<file path="config.mk">
export PLATFORM = sky130hd
export DESIGN_NAME = vga_timing_gen
export DESIGN_NICKNAME = d
export VERILOG_FILES = /design/src/rtl/vga_timing_gen.sv
export SDC_FILE = /design/constraint.sdc
export NUM_CORES = 1
export LEC_CHECK = 0
export CAP_MARGIN = 20
export CORE_ASPECT_RATIO = 1.25
export CORE_MARGIN = 5
export CORE_UTILIZATION = 54
export DETAILED_ROUTE_END_ITERATION = 10
export PLACE_DENSITY = 0.8
export SETUP_SLACK_MARGIN = 0.2
export SYNTH_ARGS = -nofsm -noshare
export SYNTH_HDL_FRONTEND = slang
export SYNTH_SLANG_ARGS = --single-unit
</file>
<file path="constraint.sdc">
create_clock -name clock -period 3.3 [get_ports clock]
set_clock_uncertainty 0.05 [all_clocks]
set_input_delay 0.99 -clock clock [delete_from_list [all_inputs] [get_ports clock]]
set_output_delay 0.99 -clock clock [all_outputs]
set_load 0.005 [all_outputs]
</file>
<file path="src/rtl/vga_timing_gen.sv">
// vga_timing_gen: VESA raster timing (default 800x600@60 at 40 MHz) with sync, data-enable,
// coordinates and a fetch strobe that leads de by PREFETCH cycles.
module vga_timing_gen #(
    parameter int H_VISIBLE  = 800,
    parameter int H_FRONT    = 40,
    parameter int H_SYNC     = 128,
    parameter int H_BACK     = 88,
    parameter int V_VISIBLE  = 600,
    parameter int V_FRONT    = 1,
    parameter int V_SYNC     = 4,
    parameter int V_BACK     = 23,
    parameter bit H_SYNC_POL = 1'b1,
    parameter bit V_SYNC_POL = 1'b1,
    parameter int PREFETCH   = 2,
    localparam int H_TOTAL   = H_VISIBLE + H_FRONT + H_SYNC + H_BACK,
    localparam int V_TOTAL   = V_VISIBLE + V_FRONT + V_SYNC + V_BACK,
    localparam int XW        = $clog2(H_TOTAL),
    localparam int YW        = $clog2(V_TOTAL)
) (
    input  logic          clock,
    input  logic          reset,
    output logic          hsync,
    output logic          vsync,
    output logic          de,
    output logic [XW-1:0] x,
    output logic [YW-1:0] y,
    output logic          line_start,
    output logic          frame_start,
    output logic          fetch,
    output logic [XW-1:0] fetch_x,
    output logic [YW-1:0] fetch_y
);

    typedef enum logic [1:0] {ACTIVE, FRONT, SYNC, BACK} phase_t;

    localparam logic [XW-1:0] H_ACT_LAST   = XW'(H_VISIBLE - 1);
    localparam logic [XW-1:0] H_FRONT_LAST = XW'(H_VISIBLE + H_FRONT - 1);
    localparam logic [XW-1:0] H_SYNC_LAST  = XW'(H_VISIBLE + H_FRONT + H_SYNC - 1);
    localparam logic [XW-1:0] H_LAST       = XW'(H_TOTAL - 1);
    localparam logic [YW-1:0] V_ACT_LAST   = YW'(V_VISIBLE - 1);
    localparam logic [YW-1:0] V_FRONT_LAST = YW'(V_VISIBLE + V_FRONT - 1);
    localparam logic [YW-1:0] V_SYNC_LAST  = YW'(V_VISIBLE + V_FRONT + V_SYNC - 1);
    localparam logic [YW-1:0] V_LAST       = YW'(V_TOTAL - 1);

    if (PREFETCH < 0 || PREFETCH > H_TOTAL - H_VISIBLE || H_FRONT == 0 || H_SYNC == 0 ||
        H_BACK == 0 || V_FRONT == 0 || V_SYNC == 0 || V_BACK == 0) begin : g_bad_params
        $error("vga_timing_gen: illegal timing parameters");
    end

    logic [XW-1:0] h_count, h_count_next;
    logic [YW-1:0] v_count, v_count_next, v_inc;
    phase_t        h_state, h_state_next, v_state, v_state_next;
    logic          h_wrap;

    assign h_wrap = h_count == H_LAST;
    assign v_inc  = (v_count == V_LAST) ? '0 : v_count + 1'b1;

    always_comb begin
        h_count_next = h_wrap ? '0 : h_count + 1'b1;
        v_count_next = h_wrap ? v_inc : v_count;
    end

    always_comb begin
        h_state_next = h_state;
        case (h_state)
            ACTIVE: if (h_count == H_ACT_LAST) h_state_next = FRONT;
            FRONT:  if (h_count == H_FRONT_LAST) h_state_next = SYNC;
            SYNC:   if (h_count == H_SYNC_LAST) h_state_next = BACK;
            BACK:   if (h_wrap) h_state_next = ACTIVE;
        endcase
    end

    // The vertical phase only moves on the last pixel of a line, so vsync edges land on x == 0.
    always_comb begin
        v_state_next = v_state;
        case (v_state)
            ACTIVE: if (h_wrap && v_count == V_ACT_LAST) v_state_next = FRONT;
            FRONT:  if (h_wrap && v_count == V_FRONT_LAST) v_state_next = SYNC;
            SYNC:   if (h_wrap && v_count == V_SYNC_LAST) v_state_next = BACK;
            BACK:   if (h_wrap && v_count == V_LAST) v_state_next = ACTIVE;
        endcase
    end

    always_ff @(posedge clock or posedge reset) begin
        if (reset) begin
            h_count <= '0;
            v_count <= '0;
            h_state <= ACTIVE;
            v_state <= ACTIVE;
        end else begin
            h_count <= h_count_next;
            v_count <= v_count_next;
            h_state <= h_state_next;
            v_state <= v_state_next;
        end
    end

    // Fetch target: the raster position PREFETCH pixels ahead, rolling into the next row/frame.
    logic [XW:0]   f_sum;
    logic          f_wrap;
    logic [XW-1:0] f_col;
    logic [YW-1:0] f_row;

    always_comb begin
        f_sum  = {1'b0, h_count} + (XW + 1)'(PREFETCH);
        f_wrap = f_sum >= (XW + 1)'(H_TOTAL);
        f_col  = f_wrap ? XW'(f_sum - (XW + 1)'(H_TOTAL)) : XW'(f_sum);
        f_row  = f_wrap ? v_inc : v_count;
    end

    always_ff @(posedge clock or posedge reset) begin
        if (reset) begin
            hsync       <= ~H_SYNC_POL;
            vsync       <= ~V_SYNC_POL;
            de          <= 1'b0;
            x           <= '0;
            y           <= '0;
            line_start  <= 1'b0;
            frame_start <= 1'b0;
            fetch       <= 1'b0;
            fetch_x     <= '0;
            fetch_y     <= '0;
        end else begin
            hsync       <= (h_state == SYNC) ? H_SYNC_POL : ~H_SYNC_POL;
            vsync       <= (v_state == SYNC) ? V_SYNC_POL : ~V_SYNC_POL;
            de          <= h_state == ACTIVE && v_state == ACTIVE;
            x           <= h_count;
            y           <= v_count;
            line_start  <= h_count == '0;
            frame_start <= h_count == '0 && v_count == '0;
            fetch       <= f_col < XW'(H_VISIBLE) && f_row < YW'(V_VISIBLE);
            fetch_x     <= f_col;
            fetch_y     <= f_row;
        end
    end

endmodule

</file>
Word level (Yosys, flattened, before mapping):

Index checks and enable logic that the tools add are counted.

* bits of input ports: 2
* latch bits: 0
* memory bits (read-only): 0
* memories: 0
* flip-flop bits (word level): 73
* bits in writable memories: 0

* mux-type cells: 16
* add/subtract/negate cells: 4
* div/mod/pow operators: 0
* bitwise logic cells: 0
* eq/ne operators: 22
* magnitude comparators: 3
* multipliers: 0
* shift-type cells: 0
* reductions and logical operators: 13

Operators with widths (number)
* $eq A10 B10 Y1 const B: 4
* $eq A11 B10 Y1 const B: 3
* $mux W11: 2
* $mux W10: 2
* $mux W2: 8
* $ne A2 B2 Y1 const B: 8
* $pmux W2 S4: 2
* $add A11 B2 Y12 const B: 1
* $ge A12 B11 Y1 const B: 1
* $add A11 B1 Y11 const B: 1
* $eq A11 B11 Y1 const B: 1
* $logic_not A11 Y1: 1
* $lt A11 B10 Y1 const B: 1
* $sub A11 B11 Y11 const B: 1
* $add A10 B1 Y10 const B: 1
* $logic_not A10 Y1: 1
* $lt A10 B10 Y1 const B: 1
* $eq A2 B2 Y1 const B: 4
* $reduce_and A4 Y1: 2
* $logic_and A1 B1 Y1: 7
* $eq A2 B1 Y1 const B: 2
* $logic_not A2 Y1: 2
* $mux W1: 2

Longest topological paths before layout:

Gate-level depths: netlist of the first run.

* depth in word-level cells: 5
* depth in mapped cells: 12

Worst setup path before layout of the first run:

No wires, ideal clock.

* kind: reg2reg
* from: register h_count[1]
* to: register fetch
* required time: 3156 ps
* buffers on the path: 2
* arrival: 2523 ps
* library setup time: 94 ps
* path slack: 634 ps
* cell stages (with the launch flop): 12
* path through: dfrtp_1 ha_1 nand4_1 a21oi_2 a21oi_1 o211a_2 or2_1 buf_6 buf_2 a222oi_1 o21ai_1 a221oi_2

* cells in the longest elaborated chain, start to end: 5
* elaborated cells on any way between the ends: 8
* classes of those cells: add/sub: 2; order compare: 3; mux: 2; reduce/logical: 1

RTL lines
* from (decl): RTL line 50 `logic [XW-1:0] h_count, h_count_next;`
* from (signal assigned): RTL line 91 `h_count <= h_count_next;`
* $add A11 B2 Y12 (*): RTL line 105 `f_sum = {1'b0, h_count} + (XW + 1)'(PREFETCH);`
* $sub A11 B11 Y11 or $ge A12 B11 Y1 (tied branches): RTL line 107, 106
* $mux W11 or $mux W10 (tied branches): RTL line 107, 108
* $lt A11 B10 Y1 or $lt A10 B10 Y1 (tied branches): RTL line 131 `fetch <= f_col < XW'(H_VISIBLE) && f_row < YW'(V_VISIBLE);`
* $logic_and A1 B1 Y1 (*): RTL line 131
* to (signal assigned): RTL line 131
* to (decl): RTL line 29 `output logic fetch,`

Mark *: on every way between the ends. The rest lies on a longest branch, timed or not.
A chain may end at the register's enable or synchronous reset.

Final worst setup path of the first run:

* from: register h_count[1]
* to: register fetch

* cells in the longest elaborated chain, start to end: 5
* elaborated cells on any way between the ends: 8
* classes of those cells: add/sub: 2; order compare: 3; mux: 2; reduce/logical: 1

RTL lines
* $add A11 B2 Y12: RTL line 105
* $ge A12 B11 Y1: RTL line 106 `f_wrap = f_sum >= (XW + 1)'(H_TOTAL);`
* $mux W10: RTL line 108 `f_row = f_wrap ? v_inc : v_count;`
* via f_row[4]: RTL line 102 `logic [YW-1:0] f_row;`
* $lt A10 B10 Y1: RTL line 131
* $logic_and A1 B1 Y1: RTL line 131

The timed path passes the listed nets, and every way through them passes these cells.

==> results of run 1 <==
-- final timing paths --
| path | to | depth (start not counted) | slack [ns] | from |
|---|---|---|---|---|
| min in group asynchronous | x[9] | 3 | 0.99 | reset |
| max | fetch | 10 | 0.51 | h_count[1] |
| max reg2reg | fetch | 10 | 0.51 | h_count[1] |
| min | y[0] | 0 | 0.39 | v_count[0] |
| min reg2reg | y[0] | 0 | 0.39 | v_count[0] |
| max in group asynchronous | h_count[1] | 3 | 1.91 | reset |
-- final cells by class --
type / instances / area, sq um
Fill cell: 442 / 1810
Clock inverter: 3 / 42.5
Tap cell: 82 / 103
Clock buffer: 12 / 145
Sequential cell: 72 / 1800
Timing Repair Buffer: 57 / 563
Inverter: 12 / 45.0
Multi-Input combinational cell: 209 / 1340
-- kinds of logic (layout without fill, tap and decap cells) --
group	Yosys count	count (layout)	share of synthesized area, %
buffers and inverters	34	84	4.78
DFF	72	72	54.6
and+or+nand+nor	117	117	17.9
AOI/OAI and AO/OA	58	58	12.0
adders and majority gates	14	14	5.31
xor gates and xnor gates	19	19	5.05
muxes	1	1	0.341
-- per-layer routing --
layer | vias to the layer above | wire length, um
met5 | - | 0
met4 | 0 | 138
met3 | 9 | 408
met2 | 82 | 3010
met1 | 1143 | 2870
li1 | 1178 | -
-- stage by stage --
| stage | hold WS (ns) | setup WS [ns] | total power [mW] | cell area, sq um | std cells |
|---|---|---|---|---|---|
| after floorplan | 0.299 | 0.435 | 0.912 | 3300 | 315 |
| after global placement | 0.367 | 0.393 | 0.920 | 3850 | 432 |
| after detailed placement | 0.377 | 0.324 | 0.920 | 3850 | 432 |
| after CTS | 0.392 | 0.286 | 1.58 | 4040 | 447 |
| after global routing | 0.413 | 0.250 | 1.62 | 4040 | 447 |
| final | 0.388 | 0.506 | 1.56 | 4040 | 447 |
-- where the power goes --
| part | switching (mW) | internal, mW | leakage, nW |
|---|---|---|---|
| Sequential | 0 | 0.882 | 0.954 |
| Combinational | 0.0161 | 0.00366 | 0.759 |
| Clock | 0.295 | 0.365 | 0.0925 |
| Total | 0.311 | 1.25 | 1.81 |
-- state kept, by name, summed over array words and instances, names as in the netlist --
register / cells
vsync: 1
fetch: 1
h_state: 2
line_start: 1
h_count: 11
de: 1
fetch_x: 11
y: 10
v_count: 10
v_state: 2
fetch_y: 10
frame_start: 1
hsync: 1
x: 10
-- layout by cell type, fill, tap and decap left out, drive strengths merged, types with 2 or more instances in the layout --
master / synthesis / final
nand3: 15 / 15
nor2: 26 / 26
ha: 14 / 14
a21oi: 12 / 12
nand4: 9 / 9
nor4bb: 2 / 2
inv: 12 / 12
clkbuf: 12 / 12
or2: 2 / 2
o211a: 2 / 2
a221oi: 2 / 2
and3: 3 / 3
and4: 2 / 2
dfrtp: 72 / 72
o21ai: 15 / 15
and2: 5 / 5
nand2b: 4 / 4
xor2: 7 / 7
buf: 10 / 8
a31oi: 7 / 7
nand2: 33 / 33
nor3: 8 / 8
o22ai: 2 / 2
nor2b: 2 / 2
clkdlybuf4s50: 0 / 49
a22o: 9 / 9
xnor2: 12 / 12
-- timing repair --
action | CTS | global route
endpoints found under the hold margin | 0 | 0
setup endpoints to repair | 0 | 1
gates resized for setup | 0 | 2
==> results.md, run 1 <==
- The critical path in this run is classified as reg2reg.
- The met3 global-route usage is 3.99%.
- Along the worst path, the maximum fanout reaches 13.
- The total of max-cap violations is 0.
- The signal on the critical path passes through ha_1, nand4_1, a21oi_2, a21oi_1, o211a_2, or2_4, a22o_1, a222oi_1, o21ai_1, a221oi_2.
- The post-CTS clock slew at the launch and capture registers of the worst setup and hold paths is roughly 0.07 ns.
- The floorplan die width is roughly 80 um.
- The first global-routing pass estimated approximately 11000 um of wire.
- The cell sitting at the root of the clock tree is a clkbuf_8.
- The number of placed I/O pins is 50.
- The count of nets left with antenna violations once routing finished came out at 0.
- The violation count after the first detailed-routing iteration is between 300 and 400.
- The share of Yosys cell area claimed by the top area cell type is 54.6%.
- The routed layout has 2412 vias.
- The vertical extent of the die is around 97 um.
- In the synthesized netlist, the cells that appear most often are dfrtp_1, nand2_1, nor2_1, nand3_1.
- The register area share after synthesis is 54.6%.
- By area the synthesized netlist is led by dfrtp_1, ha_1, nand2_1.
- STA classifies the critical path startpoint as a flip-flop.
- After the last flow step, the layout net total stands at between 300 and 400.
- STA puts the critical path data required time at 3.50 ns.
- Post-CTS timing repair inserted 0 buffers for setup.
- Grouping stages by cell kind, the critical path spends the most delay in compound AO/OA/AOI/OAI gates.
- The final-report max-slew violation count is 0.
- Yosys mapped a number of flops with a built-in enable equal to 0.
- For this design the static power due to leakage is 1.81 nW.
- The synthesized area is 3300 sq um.
- The final hold violation count is 0.
- Setup repair after global routing left no endpoint under its margin.
- The most common cell in the synthesized netlist is dfrtp_1.
- The flip-flop and latch count after synthesis is between 70 and 80.
- In this run the tightest slew margin relative to its limit is roughly two thirds.
- The run finished with clean final reports.
- The depth of the CTS H-tree is 3.
- The most used flip-flop cell after synthesis is dfrtp_1.
- Setup violations remaining at the end of the flow were counted as 0.
- The global router's overall resource usage is between 10% and 20%.
- Counting distinct cell types in the post-synthesis netlist gives just under 50.
- The total global routing overflow is 0.
- For this design the ratio of total power to cell area is about 390 nW/um^2.
- The share of layout cells above drive strength 1 is between 7 and 8%.
- The slew at the pin with the worst max-slew slack is roughly 0.5 ns.
- Yosys printed 0 warnings.
- Counting I/O delays and the setup requirement, the final critical path takes about 2.8 ns.
- The repair_antennas step left the layout with diodes totalling 0.
- The critical path contains buffers and inverters numbering 0 combined.
- The insertion delay of the later-clocked pin in the worst-skew pair is 0.34 ns.
- Buffers inserted to repair hold after CTS numbered 0.
- The number of sinks on the clock net is between 70 and 80.
- Setup total negative slack on the finished layout was measured at 0 ns.
- The initial antenna violation count is 0.
- Detailed placement finished with a half-perimeter wire length of 4650 um.
- The stage delay of the slowest cell on the critical path is 0.45 ns.
- The area growth from synthesis to layout is 22.6%.
- The slowest cell on the critical path is dfrtp_2.
- The worst-case IR drop observed on VDD is ~0.27 mV.
- The critical path endpoint category is a flip-flop.
- The number of global-route vias before repair was around 2400.
- The cell type with the largest total area after synthesis is dfrtp_1.
- The path class of the tightest hold or removal check is reg2reg.
- The placeable core area is between 5000 and 6000 sq um.
- TritonCTS created 9 clock buffers.
- The per-instance average area after synthesis is about 10 sq um.
- The effective utilization at floorplan is about 56%.
- TritonCTS built the clock tree.
- The die footprint is 7780 sq um.
- The routability congestion estimate from global placement is 0.923.
- The number of DRC violations after detailed routing is 0.
- The number of nets handed over by synthesis was 331.
- In this run the most used layer during global routing was met2.
- The via-per-instance ratio is around 5.4.
- In this run the tool buffered the top-level ports with 49 buffer cells.
- Dividing the detail-routed wire length by the instance count gives about 14 um.
- The utilization after layout is roughly 69%.
- The fraction of met1 tracks used by global routing is between 20% and 30%.
- The maximum count of clock buffers along a single path is 2.
- Static timing analysis puts the maximum clock frequency at ~0.36 GHz.
- Synthesis handed over a netlist of 315 instances.
- The final routed wirelength across all metal layers is between 6000 and 7000 um.
- The ratio of final minimum period to clock period is approximately 85%.
- The number of search-and-repair iterations in the first detailed-routing pass is 4.
- The routing usage on met2 is a little over a quarter.
- At the worst endpoint, the arrival time is about 3.0 ns.
- Of all flip-flops after synthesis, the portion carrying an async set or reset was 100%.
- The largest net degree at the start of global routing is 73.
- The floorplan has 31 rows.
No activity file was read; power rests on OpenSTA's default activity.
==> run 2: changes to the inputs <==
==> constraint.sdc (replaced) <==
create_clock -name clock -period 2.75 [get_ports clock]
set_clock_uncertainty 0.05 [all_clocks]
set_input_delay 0.825 -clock clock [delete_from_list [all_inputs] [get_ports clock]]
set_output_delay 0.825 -clock clock [all_outputs]
set_load 0.005 [all_outputs]
==> run 2 against run 1 <==
Against the previous run:
- sequential cell count unchanged
- sequential power up 20%
- critical endpoint unchanged
- largest power group unchanged
- first-iteration DRC count down 31%
==> results.md, run 2 (synthesis results as in run 1) <==
- The run finished with clean final reports.
- After clock tree synthesis, the clock-pin slew on the worst setup and hold paths is roughly 0.08 ns.
- The maximum clock frequency is around 0.4 GHz.
- The final-stage net count is between 300 and 400.
- The number of search-and-repair iterations in the first detailed-routing pass is 5.
- STA classifies the critical path startpoint as a flip-flop.
- The largest registers in the layout are fetch_x x11, h_count x11.
- The mean routed wirelength per cell is between 10 and 15 um.
- The worst path in the final design needs a cycle of around 2.5 ns, including I/O delays and setup.
- After layout, the worst path uses a little over 90% of the clock period.
- The worst hold path begins at h_count[3].
- The fraction of power consumed by combinational cells is between 1 and 1.5%.
- In this run the worst hold path is classified as reg2reg.
- The arrival time of the worst setup path is about 2.7 ns.
- The final hold slack is 0.361 ns.
- The internal portion of the total power is 1.69 mW.
- The first routing iteration left 215 violations.
- The die covers a little under 8000 sq um.
- The number of global-route vias before repair is ~2400.
- The setup path with the least slack is of type reg2reg.
- The placement-stage worst setup slack is about 0.14 ns.
- Using the TritonRoute via totals, the vias-per-cell ratio works out to around 5.4.
- The start of the worst register-to-register path is h_count[2].
- The total clock buffers created by CTS is 9.
- The share of layout cells above drive strength 1 is between 10 and 15%.
- In this run the number of H-tree levels came out at 3.
- The switching share of total power is between 10% and 20%.
- At the end of the flow the core is filled with cells to 72.5%.
- The headroom to the max-slew limit is 62.8%.
- Setup repair after global routing could not meet its margin everywhere.
- The initial antenna violation count was 0.
- The total of buffers placed on input and output ports is 49.
- The total global routing overflow is 0.
- The via count of the routed design is between 2000 and 3000.
- The total of max-cap violations is 0.
- The maximum vdd drop is 0.441 mV.
- Setup slack on the critical path of the routed design comes to between 0.2 and 0.25 ns.
- The die is approximately 80 um wide.
- 50 I/O pins were placed.
- The tree is rooted in a clkbuf_8.
- The insertion delay of the later-clocked pin in the worst-skew pair is about 0.35 ns.
- The final routed wirelength across all metal layers is 6920 um.
- In this run the static leakage power is between 1.5 and 2 nW.
- The floorplan step set the die height to around 97 um.
- The number of antenna diodes in the final layout is 0.
- The routability congestion estimate from global placement is between 0.8 and 0.9.
- The portion of total power attributed to the clock network is between 40% and 50%.
- For this configuration, the core starts out at a cell density of between 50% and 60%.
- Entering global routing, the biggest net connects 45 pins.
- The wire length of the first global-routing pass is between 10000 and 15000 um.
- The count of antenna-violating nets left after detailed routing is 0.
- The slew at the pin with the worst max-slew slack is 0.556 ns.
- For this run, design rule violations remaining after detail routing come to 0.
- For the worst setup path, the data required time is approximately 3.0 ns.
- The worst register-to-register path has a depth of 9.
- In this run the standard cell core region covers slightly below 6000 sq um.
- The final hold violation count is 0.
- The worst flop-to-flop path endpoint is fetch.
- Leaving out fill and tap cells, the most frequent cells in the layout are dfrtp_1, clkdlybuf4s50_1, nand2_1, nor2_1, buf_4.
- The critical path endpoint category is a flip-flop.
- The power per unit of standard cell area is 493 nW/um^2.
- The library cell used most frequently in the layout, excluding fill and tap cells, is dfrtp_1.
- The TritonCTS clock tree is yes.
- The floorplan has 31 rows.
- The HPWL reported at the end of detailed placement is about 5000 um.
- The area growth from synthesis to layout is 28.8%.
- The total chip power is 2.09 mW.
- The count of endpoints failing setup in the final report is 0.
- The sink of the worst hold path is x[3].
- Of the total power, registers draw approximately half.
- Clock tree synthesis found a total of a little over 70 sinks.
- The global router's overall resource usage is 19.3%.
- The worst hold path depth is 0.
- The setup check on the worst reg-to-reg path leaves a slack of roughly 0.2 ns.
- Of all nets on the critical path, the largest fanout is 6.
- The hold buffer count at cts is 0.
- The final-report max-slew violation count is 0.
- The clock passes through at most 2 buffers.
- The reported net switching power is 403 uW.
- After routing, the total negative slack on setup checks comes to 0 ns.
run 2: cell type report:
class / count / area (sq um)
Sequential cell: 72 / 1810
Clock buffer: 11 / 141
Timing Repair Buffer: 72 / 663
Tap cell: 82 / 103
Fill cell: 394 / 1610
Clock inverter: 5 / 104
Inverter: 12 / 48.8
Multi-Input combinational cell: 209 / 1380
run 2: critical path, stage by stage, from the launching register on:
cell and delay, ns:
dfrtp_2 0.45, a211o_1 0.32, a21oi_2 0.19, a21oi_2 0.07
o211a_4 0.24, or2_4 0.26, a22o_1 0.22, a222oi_1 0.28
o21ai_1 0.12, a221oi_2 0.25
run 2: worst max-delay path by stage:
stage	startpoint	endpoint	slack, ns	cells after the start
5_1_grt	h_count[2]	fetch	0.07	9
3_3_place_gp	h_count[1]	fetch	0.20	9
4_1_cts	h_count[1]	fetch	0.20	10
6_report	h_count[2]	fetch	0.21	9
2_1_floorplan	h_count[2]	fetch	0.20	11
3_5_place_dp	h_count[1]	fetch	0.14	9
run 2: what timing repair did:
action,4_1_cts,5_1_grt
pin swaps,0,4
setup endpoints to repair,1,5
setup buffers,2,0
gates resized for setup,3,7
run 2: power by group through the flow:
stage	clock (mW)	combinational (mW)	sequential, mW
global placement	0	0.0244	1.08
detailed placement	0	0.0250	1.08
floorplan	0	0.0157	1.08
CTS	1.02	0.0250	1.06
global route	1.07	0.0282	1.06
finish	1.01	0.0230	1.06
run 2: metrics by stage:
step	instance area, sq um	std cells
6_report	4250	463
4_1_cts	4230	463
5_1_grt	4250	463
3_3_place_gp	3970	445
3_5_place_dp	3970	445
2_1_floorplan	3340	315
run 2: routing by layer:
metal  global-route usage (%)  wire [um]  share of wire [%]  up-vias
met5                        0          0                  0        -
li1                         -          -                  -     1216
met2                     30.0       3390                 49       87
met1                     26.9       3110                 45     1210
met3                     3.06        304                4.4       10
met4                     7.93        116                1.7        0
==> run 3: changes to the inputs <==
--- a/config.mk
+++ b/config.mk
@@ -5,11 +5,13 @@
 export SDC_FILE = /design/constraint.sdc
 export NUM_CORES = 1
 export LEC_CHECK = 0
+export ABC_AREA = 0
 export CAP_MARGIN = 20
 export CORE_ASPECT_RATIO = 1.25
 export CORE_MARGIN = 5
 export CORE_UTILIZATION = 54
 export DETAILED_ROUTE_END_ITERATION = 10
+export HOLD_SLACK_MARGIN = 0.06
 export PLACE_DENSITY = 0.8
 export SETUP_SLACK_MARGIN = 0.2
 export SYNTH_ARGS = -nofsm -noshare
==> results of run 3 <==
Same layout as run 2: the final DEF is identical, and so are final timing and power.
